==> src/rtl/decode_stage.sv <==
// rtl/decode_stage.sv - registered RV32I decode stage with valid/ready, flush, load-use bubbles and stall counter
// Optional RV32M decode enabled by defining DECODE_M_EXT_EN.
module decode_stage #(
    parameter int XLEN     = 32,
    parameter int NUM_REGS = 32,
    parameter int CNT_W    = 16,
    localparam int RW      = $clog2(NUM_REGS)
) (
    input  logic             clk,
    input  logic             rst,
    input  logic             in_valid,
    output logic             in_ready,
    input  logic [31:0]      in_instr,
    input  logic [XLEN-1:0]  in_pc,
    input  logic             flush,
    output logic             out_valid,
    input  logic             out_ready,
    output logic [XLEN-1:0]  out_pc,
    output logic [4:0]       out_alu_op,
    output logic [1:0]       out_br_type,
    output logic             out_reg_we,
    output logic [RW-1:0]    out_rd,
    output logic [RW-1:0]    out_rs1,
    output logic [RW-1:0]    out_rs2,
    output logic [XLEN-1:0]  out_imm,
    output logic             out_ram_we,
    output logic             out_ram_re,
    output logic [3:0]       out_ram_type,
    output logic             out_ram_sign,
    output logic             out_op1_sel,
    output logic             out_op2_sel,
    output logic             out_br_ret_sel,
    output logic             out_br_addr_sel,
    output logic [1:0]       out_wb_sel,
    output logic             out_illegal,
    output logic [CNT_W-1:0] stall_count
);
    localparam logic [6:0] OPC_LUI = 7'h37, OPC_AUIPC = 7'h17, OPC_JAL = 7'h6F, OPC_JALR = 7'h67;
    localparam logic [6:0] OPC_BR = 7'h63, OPC_LOAD = 7'h03, OPC_STORE = 7'h23, OPC_IMM = 7'h13, OPC_OP = 7'h33;
    localparam logic [4:0] ALU_ADD = 5'd1, ALU_SUB = 5'd2, ALU_SLL = 5'd3, ALU_SLT = 5'd4, ALU_SLTU = 5'd5;
    localparam logic [4:0] ALU_XOR = 5'd6, ALU_SRL = 5'd7, ALU_SRA = 5'd8, ALU_OR = 5'd9, ALU_AND = 5'd10;
    localparam logic [4:0] ALU_BEQ = 5'd11, ALU_BNE = 5'd12, ALU_BLT = 5'd13, ALU_BGE = 5'd14;
    localparam logic [4:0] ALU_BLTU = 5'd15, ALU_BGEU = 5'd16, ALU_LUI = 5'd17;
    localparam logic [1:0] BR_NONE = 2'd0, BR_JAL = 2'd1, BR_JALR = 2'd2, BR_BR = 2'd3;
    localparam logic [1:0] WB_NO_DATA = 2'd0, WB_ALU_OUT = 2'd1, WB_LOAD_DATA = 2'd2, WB_RET_ADDR = 2'd3;
    localparam logic [3:0] RAM_BYTE = 4'h1, RAM_HALF = 4'h3, RAM_FULL = 4'hF;

    typedef enum logic {S_RUN, S_BUBBLE} state_t;

    function automatic logic [4:0] alu_f3(input logic [2:0] f3, input logic alt);
        case (f3)
            3'd0:    alu_f3 = ALU_ADD;
            3'd1:    alu_f3 = ALU_SLL;
            3'd2:    alu_f3 = ALU_SLT;
            3'd3:    alu_f3 = ALU_SLTU;
            3'd4:    alu_f3 = ALU_XOR;
            3'd5:    alu_f3 = alt ? ALU_SRA : ALU_SRL;
            3'd6:    alu_f3 = ALU_OR;
            default: alu_f3 = ALU_AND;
        endcase
    endfunction

    function automatic logic [3:0] ram_size(input logic [1:0] f3lo);
        case (f3lo)
            2'd0:    ram_size = RAM_BYTE;
            2'd1:    ram_size = RAM_HALF;
            2'd2:    ram_size = RAM_FULL;
            default: ram_size = 4'h0;
        endcase
    endfunction

    logic [6:0]  w_opc, w_f7;
    logic [2:0]  w_f3;
    logic [RW-1:0] w_rd, w_rs1, w_rs2;
    logic        w_ill, w_we, w_rwe, w_rre, w_rsign, w_op1, w_op2, w_bret, w_baddr, w_u1, w_u2;
    logic [4:0]  w_alu;
    logic [1:0]  w_br, w_wb;
    logic [3:0]  w_rtype;
    logic [31:0] w_imm32;
    logic        w_hazard, w_in_fire;

    state_t          r_state;
    logic            r_valid, r_reg_we, r_ram_we, r_ram_re, r_ram_sign, r_illegal;
    logic            r_op1_sel, r_op2_sel, r_br_ret_sel, r_br_addr_sel;
    logic [XLEN-1:0] r_pc, r_imm;
    logic [4:0]      r_alu_op;
    logic [1:0]      r_br_type, r_wb_sel;
    logic [RW-1:0]   r_rd, r_rs1, r_rs2;
    logic [3:0]      r_ram_type;
    logic [CNT_W-1:0] r_stall;

    assign w_opc = in_instr[6:0];
    assign w_f3  = in_instr[14:12];
    assign w_f7  = in_instr[31:25];
    assign w_rd  = in_instr[7 +: RW];
    assign w_rs1 = in_instr[15 +: RW];
    assign w_rs2 = in_instr[20 +: RW];

    always_comb begin
        w_ill = 1'b0; w_alu = 5'd0; w_br = BR_NONE; w_we = 1'b0; w_imm32 = 32'd0;
        w_rwe = 1'b0; w_rre = 1'b0; w_rtype = 4'h0; w_rsign = 1'b1;
        w_op1 = 1'b0; w_op2 = 1'b0; w_bret = 1'b0; w_baddr = 1'b0;
        w_wb = WB_NO_DATA; w_u1 = 1'b1; w_u2 = 1'b0;
        case (w_opc)
            OPC_LUI: begin
                w_alu = ALU_LUI; w_imm32 = {in_instr[31:12], 12'd0};
                w_we = 1'b1; w_wb = WB_ALU_OUT; w_u1 = 1'b0;
            end
            OPC_AUIPC: begin
                w_alu = ALU_ADD; w_op1 = 1'b1; w_imm32 = {in_instr[31:12], 12'd0};
                w_we = 1'b1; w_wb = WB_ALU_OUT; w_u1 = 1'b0;
            end
            OPC_JAL: begin
                w_alu = ALU_ADD; w_op1 = 1'b1; w_we = 1'b1; w_wb = WB_RET_ADDR;
                w_br = BR_JAL; w_bret = 1'b1; w_u1 = 1'b0;
                w_imm32 = {{12{in_instr[31]}}, in_instr[19:12], in_instr[20], in_instr[30:21], 1'b0};
            end
            OPC_JALR: begin
                w_alu = ALU_ADD; w_we = 1'b1; w_wb = WB_RET_ADDR; w_br = BR_JALR;
                w_bret = 1'b1; w_baddr = 1'b1; w_imm32 = {{20{in_instr[31]}}, in_instr[31:20]};
            end
            OPC_BR: begin
                w_br = BR_BR; w_op2 = 1'b1; w_u2 = 1'b1;
                w_imm32 = {{20{in_instr[31]}}, in_instr[7], in_instr[30:25], in_instr[11:8], 1'b0};
                case (w_f3)
                    3'd0:    w_alu = ALU_BEQ;
                    3'd1:    w_alu = ALU_BNE;
                    3'd4:    w_alu = ALU_BLT;
                    3'd5:    w_alu = ALU_BGE;
                    3'd6:    w_alu = ALU_BLTU;
                    3'd7:    w_alu = ALU_BGEU;
                    default: w_ill = 1'b1;
                endcase
            end
            OPC_LOAD: begin
                w_alu = ALU_ADD; w_we = 1'b1; w_wb = WB_LOAD_DATA; w_rre = 1'b1;
                w_imm32 = {{20{in_instr[31]}}, in_instr[31:20]};
                w_rtype = ram_size(w_f3[1:0]); w_rsign = ~w_f3[2];
                w_ill = (w_f3 == 3'd3) || (w_f3 > 3'd5);
            end
            OPC_STORE: begin
                w_alu = ALU_ADD; w_rwe = 1'b1; w_u2 = 1'b1; w_rtype = ram_size(w_f3[1:0]);
                w_imm32 = {{20{in_instr[31]}}, in_instr[31:25], in_instr[11:7]};
                w_ill = (w_f3 > 3'd2);
            end
            OPC_IMM: begin
                w_we = 1'b1; w_wb = WB_ALU_OUT; w_alu = alu_f3(w_f3, in_instr[30]);
                w_imm32 = {{20{in_instr[31]}}, in_instr[31:20]};
                w_ill = (w_f3 == 3'd1 || w_f3 == 3'd5) && (w_f7 != 7'h00) && (w_f7 != 7'h20);
            end
            OPC_OP: begin
                w_we = 1'b1; w_wb = WB_ALU_OUT; w_op2 = 1'b1; w_u2 = 1'b1;
                if (w_f7 == 7'h00)                     w_alu = alu_f3(w_f3, 1'b0);
                else if (w_f7 == 7'h20 && w_f3 == 3'd0) w_alu = ALU_SUB;
                else if (w_f7 == 7'h20 && w_f3 == 3'd5) w_alu = ALU_SRA;
`ifdef DECODE_M_EXT_EN
                else if (w_f7 == 7'h01)                w_alu = {2'b11, w_f3};
`endif
                else                                   w_ill = 1'b1;
            end
            default: w_ill = 1'b1;
        endcase
        // Illegal encodings must not write state nor look like a hazard consumer.
        if (w_ill) begin
            w_alu = 5'd0; w_br = BR_NONE; w_we = 1'b0; w_rwe = 1'b0; w_rre = 1'b0;
            w_rtype = 4'h0; w_imm32 = 32'd0; w_wb = WB_NO_DATA;
            w_op1 = 1'b0; w_op2 = 1'b0; w_bret = 1'b0; w_baddr = 1'b0; w_u1 = 1'b0; w_u2 = 1'b0;
        end
        if (w_rd == '0) w_we = 1'b0;
    end

    assign w_hazard  = r_valid && r_ram_re && (r_rd != '0) && in_valid &&
                       ((w_u1 && w_rs1 == r_rd) || (w_u2 && w_rs2 == r_rd));
    assign in_ready  = !flush && !w_hazard && (!r_valid || out_ready);
    assign w_in_fire = in_valid && in_ready;

    always_ff @(posedge clk) begin
        if (rst) begin
            r_state <= S_RUN; r_valid <= 1'b0; r_stall <= '0; r_pc <= '0; r_imm <= '0;
            r_alu_op <= 5'd0; r_br_type <= BR_NONE; r_wb_sel <= WB_NO_DATA;
            r_rd <= '0; r_rs1 <= '0; r_rs2 <= '0; r_ram_type <= 4'h0;
            r_reg_we <= 1'b0; r_ram_we <= 1'b0; r_ram_re <= 1'b0; r_ram_sign <= 1'b0; r_illegal <= 1'b0;
            r_op1_sel <= 1'b0; r_op2_sel <= 1'b0; r_br_ret_sel <= 1'b0; r_br_addr_sel <= 1'b0;
        end else if (flush) begin
            r_valid <= 1'b0;
            r_state <= S_RUN;
        end else if (w_hazard && out_ready && r_state == S_RUN) begin
            r_valid <= 1'b0;
            r_state <= S_BUBBLE;
            if (r_stall != '1) r_stall <= r_stall + CNT_W'(1);
        end else begin
            r_state <= S_RUN;
            if (w_in_fire) begin
                r_valid <= 1'b1; r_pc <= in_pc; r_imm <= XLEN'($signed(w_imm32));
                r_alu_op <= w_alu; r_br_type <= w_br; r_wb_sel <= w_wb;
                r_rd <= w_rd; r_rs1 <= w_rs1; r_rs2 <= w_rs2; r_ram_type <= w_rtype;
                r_reg_we <= w_we; r_ram_we <= w_rwe; r_ram_re <= w_rre; r_ram_sign <= w_rsign;
                r_illegal <= w_ill; r_op1_sel <= w_op1; r_op2_sel <= w_op2;
                r_br_ret_sel <= w_bret; r_br_addr_sel <= w_baddr;
            end else if (out_ready) begin
                r_valid <= 1'b0;
            end
        end
    end

    assign out_valid = r_valid;       assign out_pc = r_pc;             assign out_imm = r_imm;
    assign out_alu_op = r_alu_op;     assign out_br_type = r_br_type;   assign out_wb_sel = r_wb_sel;
    assign out_rd = r_rd;             assign out_rs1 = r_rs1;           assign out_rs2 = r_rs2;
    assign out_reg_we = r_reg_we;     assign out_ram_we = r_ram_we;     assign out_ram_re = r_ram_re;
    assign out_ram_type = r_ram_type; assign out_ram_sign = r_ram_sign; assign out_illegal = r_illegal;
    assign out_op1_sel = r_op1_sel;   assign out_op2_sel = r_op2_sel;
    assign out_br_ret_sel = r_br_ret_sel; assign out_br_addr_sel = r_br_addr_sel;
    assign stall_count = r_stall;
endmodule

==> config.mk <==
export PLATFORM = sky130hd
export DESIGN_NAME = decode_stage
export DESIGN_NICKNAME = d
export VERILOG_FILES = /design/src/rtl/decode_stage.sv
export SDC_FILE = /design/constraint.sdc
export NUM_CORES = 1
export LEC_CHECK = 0
export ABC_AREA = 1
export CAP_MARGIN = 20
export CORE_ASPECT_RATIO = 2
export CORE_MARGIN = 2
export CORE_UTILIZATION = 45
export CTS_CLUSTER_SIZE = 12
export DETAILED_ROUTE_END_ITERATION = 12
export PLACE_DENSITY = 0.84
export SLEW_MARGIN = 20
export SYNTH_ARGS = -nofsm -noshare
export SYNTH_HDL_FRONTEND = slang
export SYNTH_SLANG_ARGS = --single-unit
export TNS_END_PERCENT = 1
==> constraint.sdc <==
create_clock -name clk -period 7.2 [get_ports clk]
set_input_delay 1.44 -clock clk [delete_from_list [all_inputs] [get_ports clk]]
set_output_delay 1.44 -clock clk [all_outputs]
set_load 0.005 [all_outputs]
==> out/metrics.cfg, run 1 <==
[status]
status = complete, no violations

[global_routing]
grt_overflow = 0
antenna_found_initial = 1
first_global_vias = 6289
grt_max_degree = 71
grt_pass1_wl_um = 30810
grt_usage = 0.2682

[power]
p_sw_frac = 0.2627
p_leak_nw = 3.736
pwr-share-seq = 0.388
p_switching_mw = 0.4716
power.share.clock = 0.482
peakVddDrop_mv = 0.1806
pwr_density_cell_mw_per_mm2 = 208.1
combPwrFrac = 0.130
intPower_mw = 1.323
totalPowerFinal_mw = 1.795

[sta]
hold_ws_ns = 0.4511
final.min_clock_period_ns = 5.812
worst_slack_ns = 1.388
relSlewSlack = 0.4564
hold_viol = 0
setup_tns_ns = 0
fin_skew_ns = 0.009306
rsz0062_at_grt = no
post-route-period-util = 0.8073
tightest_slew_ns = 0.8135
max_clock_freq_mhz = 172.0
drv_slew = 0
setup_violations = 0

[layout]
final_core_util = 0.6418
fin_nets = 1193
instances_no_fill = 1287
syn2layout_area_growth_pct = 40.27
regArea_mm2 = 0.002362
drive_above_1_share = 0.05659
fill_cells = 1198
multi_input_area_mm2 = 0.003129
final_cell_area_mm2 = 0.008625

[clock_tree]
cts.sinks = 118
cts.repair.resized = 0
hold_buffers = 0
cts_buffers = 17
cts_buffer_depth = 2
postCtsSetupRepairBufs = 0
clkLatencyLatePin_ns = 0.42
htree_levels = 4
cts-root-buf = clkbuf_16
clkTransAtPathRegs_ns = 0.05
cts_tree = yes

[drt]
dr.pass1.iters = 5
wl_um = 19880
drt_drc_violations_left = 0
wl_met3_um = 882
vias_per_cell = 5.157
wl_met2_um = 11030
drt_iter0_markers = 473
num_vias = 6637
m1WireLength_um = 7068
top_layer = met4
ant_nets = 0
wl_per_cell_um = 15.44

[setup_path]
worstPathMaxFanout = 10
end_kind = output port
setup.worst_path.class = input pin to output port
r2r_cells = 15
worstReg2RegStart = out_rd[0]$_SDFFE_PP0P_
cp.required_ns = 5.76
reg2reg_to = out_br_ret_sel$_SDFFE_PP0P_
startpoint_type = input pin
reg2reg_slack_ns = 4.02
arrival_ns = 4.37

[place]
gp_congestion = 0.9370
dp_hpwl_um = 14630
placed_area_mm2 = 0.008018
dp.cells = 1254
pre_cts_ws_ns = 1.409
io_buffers = 187

[synth]
syn_nets = 1025
netlist_area_mm2 = 0.006148
synth_enable_flop_cells = 0
ys.flop_type = dfxtp_1
async_flop_share = 0
ys.warnings.count = 0
avgSynthCellArea_um2 = 6.472
synth-seq-cells = 118
ys_seq_area_frac = 0.3842
synth_cell_types = 42
netlist_instances = 950

[floorplanning]
num_rows = 60
die_w_um = 86.66
initial_utilization = 0.4575
core-area_mm2 = 0.01344
dieArea_mm2 = 0.01467
die_y_um = 169.3
io_pins = 188

[min_path]
hold_depth = 2
min_path_type = flip-flop to flip-flop
hold_end = out_ram_we$_SDFFE_PP0P_
min-delay-start = out_ram_we$_SDFFE_PP0P_

[job]
drv_cap = 0

-- metal layers --
metal  up-vias  track usage
met5         -            0
met4         0       0.1501
met3        45      0.04280
met2       213       0.5064
met1      3043       0.2680
li1       3336            -
-- layout by cell type, fill, tap and decap left out, drive strengths merged, types with 7 or more instances in the layout --
cell type / instances
and3: 11
nand3: 51
nand4: 20
o21ai: 20
nor3: 7
inv: 118
clkbuf: 18
nand2: 323
dfxtp: 118
nor2: 109
a21oi: 100
clkdlybuf4s50: 186
-- synth_stat cells (2+ instances only) --
master      n  area [µm²]
nor2_1    102       382.9
nand4_1    18       112.6
nand2_2     3       18.77
o211ai_1    6       45.04
a21oi_1    99       495.5
inv_2       7       26.28
nor4_1      2       12.51
inv_1     106       397.9
nand2_1   320        1201
and3_1     11       68.82
buf_6       2       22.52
xnor2_1     4       35.03
nor2_4      6       67.56
nand3_1    46       230.2
ha_1        6       75.07
buf_1       2       7.510
buf_4      10       75.07
o21ai_0    19       95.09
buf_2      12       60.06
nand3b_1    2       15.01
nand3_4     2       35.03
dfxtp_1   118        2362
clkbuf_1   17       63.81
xor2_1      5       43.79
nand3_2     3       30.03
nor3_1      6       30.03
-- sequential cells by signal (all words and copies together) (netlist names), 2 cells and up --
name          cells
out_alu_op        5
out_rs2           5
out_br_type       2
out_pc           32
out_rs1           5
out_wb_sel        2
stall_count      16
out_ram_type      3
out_rd            5
out_imm          32
-- worst max-delay path by stage --
stage	depth (start not counted)	slack, ns	end	startpoint
2_1_floorplan	12	2.88	in_ready	in_instr[12]
3_3_place_gp	11	1.49	in_ready	in_instr[13]
3_5_place_dp	11	1.41	in_ready	in_instr[13]
4_1_cts	11	1.41	in_ready	in_instr[13]
5_1_grt	11	1.30	in_ready	in_instr[13]
6_report	11	1.39	in_ready	in_instr[13]
-- logic make-up after synthesis --
kind of cell	Yosys count	synth area share
simple gates	527	0.3689
buf+inv	157	0.1068
xor+xnor	9	0.01282
fa+ha+maj	6	0.01221
flops	118	0.3842
compound gates	133	0.1150
-- critical path, stage by stage --
cell and delay, ns:
clkdlybuf4s50_1 0.57, inv_1 0.14, ha_1 0.24, nand2_1 0.15, inv_1 0.07, o21ai_0 0.16, nand3_1 0.20, nand4_2 0.31
nor2_4 0.09, nor2_1 0.38, clkdlybuf4s50_1 0.61
-- cell type report --
class	count	share of cell area
multi-input combinational	675	0.3628
sequential	118	0.2739
timing repair buffer	192	0.2208
clock buffer	18	0.05092
inverter	114	0.04962
tap	155	0.02249
clock inverter	14	0.01915
antenna	1	0.0002901
-- power groups by stage --
stage	sequential, mW	clock, mW	combinational, mW
final	0.696	0.866	0.233
after global routing	0.699	0.906	0.255
after CTS	0.696	0.877	0.233
after detailed placement	0.710	0	0.232
after global placement	0.709	0	0.230
after floorplan	0.711	0	0.106
Note: power is estimated with default switching activity, not from simulation.
==> run 2: changes to the inputs <==
==> constraint.sdc (replaced) <==
create_clock -name clk -period 5.85 [get_ports clk]
set_input_delay 1.17 -clock clk [delete_from_list [all_inputs] [get_ports clk]]
set_output_delay 1.17 -clock clk [all_outputs]
set_load 0.005 [all_outputs]
==> run 2 against run 1 <==
Effect of this change:
- combinational power up 25%
- core utilization is 0.48 points higher
- sequential share of layout area down 0.21 points
- design area increased by 0.75%
- total power is 28% higher
- clock power grew 33%
- largest cell class unchanged
==> out/metrics.cfg, run 2 (synthesized netlist as in run 1, its figures left out) <==
[setup_path]
worst-path-buf-inv = 4
cp_slowest_cell = clkdlybuf4s50_1
crit_path_max_incr_delay_ns = 0.59
arrival_ns = 4.10
worstPathMaxFanout = 10
setup.worst_path.class = input pin to output port
path_cells = clkdlybuf4s50_1 > inv_1 > ha_1 > nand2_1 > inv_1 > o21ai_0 > nand3_1 > nand4_2 > nor2_4 > nor2_1 > clkdlybuf4s50_1
startpoint_type = input pin
end_kind = output port
crit_family = buffers and inverters
cp.required_ns = 4.68

[sta]
tightest_slew_ns = 0.7940
rsz0062_at_grt = no
drv_slew = 0
fin_skew_ns = 0.007019
final.min_clock_period_ns = 5.267
hold_viol = 0
hold_ws_ns = 0.4415
worst_slack_ns = 0.5826
relSlewSlack = 0.4707
max_clock_freq_mhz = 189.8
post-route-period-util = 0.9004
setup_violations = 0
setup_tns_ns = 0

[drt]
dr.pass1.iters = 5
ant_nets = 0
wl_um = 20440
num_vias = 6707
wl_per_cell_um = 15.84
drt_iter0_markers = 425
vias_per_cell = 5.199
drt_drc_violations_left = 0

[floorplanning]
num_rows = 60
dieArea_mm2 = 0.01467
initial_utilization = 0.4575
core-area_mm2 = 0.01344
die_y_um = 169.3
io_pins = 188
die_w_um = 86.66

[clock_tree]
htree_levels = 4
cts.sinks = 118
cts_tree = yes
clkTransAtPathRegs_ns = 0.06
cts.repair.resized = 0
postCtsSetupRepairBufs = 0
cts_buffers = 17
cts-root-buf = clkbuf_16
hold_buffers = 0
clkLatencyLatePin_ns = 0.42
cts_buffer_depth = 2

[power]
pwr_density_cell_mw_per_mm2 = 264.4
peakVddDrop_mv = 0.2194
p_switching_mw = 0.5911
power.share.clock = 0.500
intPower_mw = 1.707
combPwrFrac = 0.127
p_sw_frac = 0.2572
p_leak_nw = 3.786
pwr-share-seq = 0.373

[place]
placed_area_mm2 = 0.008048
gp_congestion = 0.9193
pre_cts_ws_ns = 0.6225
dp_hpwl_um = 14890
io_buffers = 187

[layout]
syn2layout_area_growth_pct = 41.33
layout_common_cells = 320 x nand2_1, 186 x clkdlybuf4s50_1, 118 x dfxtp_1
mostFrequentLayoutCell = nand2_1
fin_nets = 1197
diodes = 0
final_cell_area_mm2 = 0.008690
drive_above_1_share = 0.05991

[global_routing]
antenna_found_initial = 0
grt_pass1_wl_um = 31660
grt_max_degree = 80
grt_usage = 0.2782
first_global_vias = 6438
grt_overflow = 0

[min_path]
min_path_type = flip-flop to flip-flop

[status]
status = complete, no violations

[job]
drv_cap = 0

run 2: metal layers:
layer | global-route usage | share of wire
met5 | 0 | 0
met4 | 0.1753 | 0.057
met3 | 0.04767 | 0.044
met2 | 0.5304 | 0.55
met1 | 0.2624 | 0.35
run 2: power by group through the flow:
| stage | Combinational (mW) | Clock [mW] | Sequential (mW) |
|---|---|---|---|
| floorplan | 0.130 | 0 | 0.876 |
| global placement | 0.285 | 0 | 0.873 |
| detailed placement | 0.289 | 0 | 0.875 |
| CTS | 0.291 | 1.16 | 0.857 |
| global route | 0.319 | 1.19 | 0.861 |
| finish | 0.292 | 1.15 | 0.857 |
run 2: cell type report:
| type | count | area, µm² |
|---|---|---|
| Fill cell | 1152 | 4748 |
| Multi-Input combinational cell | 675 | 3129 |
| Sequential cell | 118 | 2362 |
| Tap cell | 155 | 193.9 |
| Timing Repair Buffer | 196 | 1934 |
| Inverter | 114 | 427.9 |
| Clock buffer | 17 | 425.4 |
| Clock inverter | 15 | 216.5 |
run 2: worst paths after layout:
check	from	end	slack [ns]	cells past startpoint
max	in_instr[13]	in_ready	0.58	11
min	out_ram_we$_SDFFE_PP0P_	out_ram_we$_SDFFE_PP0P_	0.44	2
min reg2reg	out_ram_we$_SDFFE_PP0P_	out_ram_we$_SDFFE_PP0P_	0.44	2
max reg2reg	out_rd[4]$_SDFFE_PP0P_	out_imm[1]$_SDFFE_PP0P_	2.99	13
run 2: per-stage QoR:
stage	utilization	std cells	total power [mW]
5_1_grt	0.6466	1290	2.374
4_1_cts	0.6466	1290	2.311
3_3_place_gp	0.5989	1258	1.159
6_report	0.6466	1290	2.298
3_5_place_dp	0.5989	1258	1.163
2_1_floorplan	-	950	1.005
run 2: worst reg2reg max path, stage by stage, from the launching register on:
cell and delay, ns:
dfxtp_1 0.48, xnor2_1 0.17, nand3_1 0.08, nor2_1 0.12, nand2_1 0.06, nand2_1 0.08, nand2_1 0.13, inv_2 0.08
nand2_2 0.07, nand3_4 0.36, buf_4 0.75, nand2_1 0.18, nand2_1 0.12, nor2_1 0.06
==> run 3: changes to the inputs <==
--- a/config.mk
+++ b/config.mk
@@ -12,7 +12,9 @@
 export CORE_UTILIZATION = 45
 export CTS_CLUSTER_SIZE = 12
 export DETAILED_ROUTE_END_ITERATION = 12
+export HOLD_SLACK_MARGIN = 0.15
 export PLACE_DENSITY = 0.84
+export RECOVER_POWER = 25
 export SLEW_MARGIN = 20
 export SYNTH_ARGS = -nofsm -noshare
 export SYNTH_HDL_FRONTEND = slang
==> run 3 against run 2 <==
Effect of this change:
- final cell count unchanged
- clock power about the same
- count of clock-buffer cells in the layout unchanged
- clock skew grew 0.0013 ns
- fmax decreased by 0.23%
- total power fell by 0.35%
- core utilization stayed put
- sequential share of layout area is the same
- combinational power decreased by 3%
- worst setup slack lost 0.012 ns
- sequential power about the same
- first-iteration DRC count is 8.5% higher
- critical endpoint unchanged
- largest power group unchanged
==> out/metrics.cfg, run 3 (synthesized netlist as in run 1, its figures left out) <==
[status]
status = complete, no violations

[setup_path]
setup.worst_path.class = input pin to output port
startpoint_type = input pin
cp.required_ns = 4.68
crit_path_max_incr_delay_ns = 0.59
path_cells = clkdlybuf4s50_1 > inv_1 > ha_1 > nand2_1 > inv_1 > o21ai_0 > nand3_1 > nand4_2 > nor2_4 > nor2_1 > clkdlybuf4s50_1
cp_slowest_cell = clkdlybuf4s50_1
arrival_ns = 4.11
end_kind = output port
worstPathMaxFanout = 10

[sta]
tightest_slew_ns = 0.8030
drv_slew = 0
setup_violations = 0
setup_tns_ns = 0
post-route-period-util = 0.9025
final.min_clock_period_ns = 5.279
hold_viol = 0
relSlewSlack = 0.4647
max_clock_freq_mhz = 189.4
rsz0062_at_grt = no
fin_skew_ns = 0.008338

[power]
p_sw_frac = 0.2579
pwr-share-seq = 0.374
intPower_mw = 1.699
power.share.clock = 0.502
p_leak_nw = 3.956
p_switching_mw = 0.5906
pwr_density_cell_mw_per_mm2 = 263.5
peakVddDrop_mv = 0.2194
combPwrFrac = 0.124

[floorplanning]
dieArea_mm2 = 0.01467
core-area_mm2 = 0.01344
num_rows = 60
die_w_um = 86.66
die_y_um = 169.3
initial_utilization = 0.4575
io_pins = 188

[drt]
vias_per_cell = 5.200
ant_nets = 0
drt_drc_violations_left = 0
wl_um = 20420
drt_iter0_markers = 461
num_vias = 6708
dr.pass1.iters = 5
wl_per_cell_um = 15.83

[place]
dp_hpwl_um = 14890
placed_area_mm2 = 0.008048
gp_congestion = 0.9193
dp.cells = 1258
io_buffers = 187

[clock_tree]
hold_buffers = 0
cts.repair.resized = 0
clkLatencyLatePin_ns = 0.42
cts_buffers = 17
cts-root-buf = clkbuf_16
cts_tree = yes
htree_levels = 4
cts.sinks = 118
clkTransAtPathRegs_ns = 0.06
postCtsSetupRepairBufs = 0
cts_buffer_depth = 2

[layout]
drive_above_1_share = 0.05991
final_cell_area_mm2 = 0.008690
mostFrequentLayoutCell = nand2_1
diodes = 0
fin_nets = 1197
final_core_util = 0.6466
instances_no_fill = 1290
syn2layout_area_growth_pct = 41.33
layout_common_cells = 320 x nand2_1, 127 x clkdlybuf4s50_1, 118 x dfxtp_1

[min_path]
min_path_type = flip-flop to flip-flop

[global_routing]
grt_pass1_wl_um = 31660
grt_max_degree = 80
grt_overflow = 0
first_global_vias = 6438
grt_usage = 0.2782
antenna_found_initial = 0

[job]
drv_cap = 0

[run 3: critical path: cells and delay by family]
| kind | cells | cell delay [ns] |
|---|---|---|
| fa+ha+maj | 1 | 0.24 |
| buf+inv | 4 | 1.37 |
| simple gates | 5 | 1.13 |
| compound gates | 1 | 0.18 |
[run 3: final cells by class]
type                       count  area (µm²)
clock buffer                  17       425.4
clock inverter                15       216.5
fill                        1152        4748
inverter                     114       427.9
multi-input combinational    675        3129
sequential                   118        2362
tap                          155       193.9
timing repair buffer         196        1934
[run 3: power by group through the flow]
stage	clock network (mW)	registers (mW)	logic, mW
after CTS	1.16	0.857	0.291
after detailed placement	0	0.875	0.289
after floorplan	0	0.876	0.130
after global placement	0	0.873	0.285
after global routing	1.19	0.860	0.311
final	1.15	0.856	0.284
[run 3: path summary, 6_finish.rpt]
check	start	to	slack [ns]	cells past startpoint
min reg2reg	out_ram_we$_SDFFE_PP0P_	out_ram_we$_SDFFE_PP0P_	0.44	2
min	out_ram_we$_SDFFE_PP0P_	out_ram_we$_SDFFE_PP0P_	0.44	2
max reg2reg	out_rd[4]$_SDFFE_PP0P_	out_imm[1]$_SDFFE_PP0P_	2.99	13
max	in_instr[13]	in_ready	0.57	11
[run 3: routing by layer]
metal  wire length [µm]  share of wire  GRT usage
met1               7220           0.35     0.2624
met4               1217          0.060     0.1753
met5                  0              0          0
met3                813          0.040    0.04767
met2              11170           0.55     0.5304
[run 3: stage by stage]
step / hold slack [ns] / setup slack [ns] / power (mW)
final: 0.4371 / 0.5706 / 2.290
after global routing: 0.4555 / 0.4430 / 2.366
after CTS: 0.4416 / 0.6113 / 2.311
after detailed placement: 0.4325 / 0.6225 / 1.163
after global placement: 0.4302 / 0.7232 / 1.159
after floorplan: 0.4374 / 2.068 / 1.005
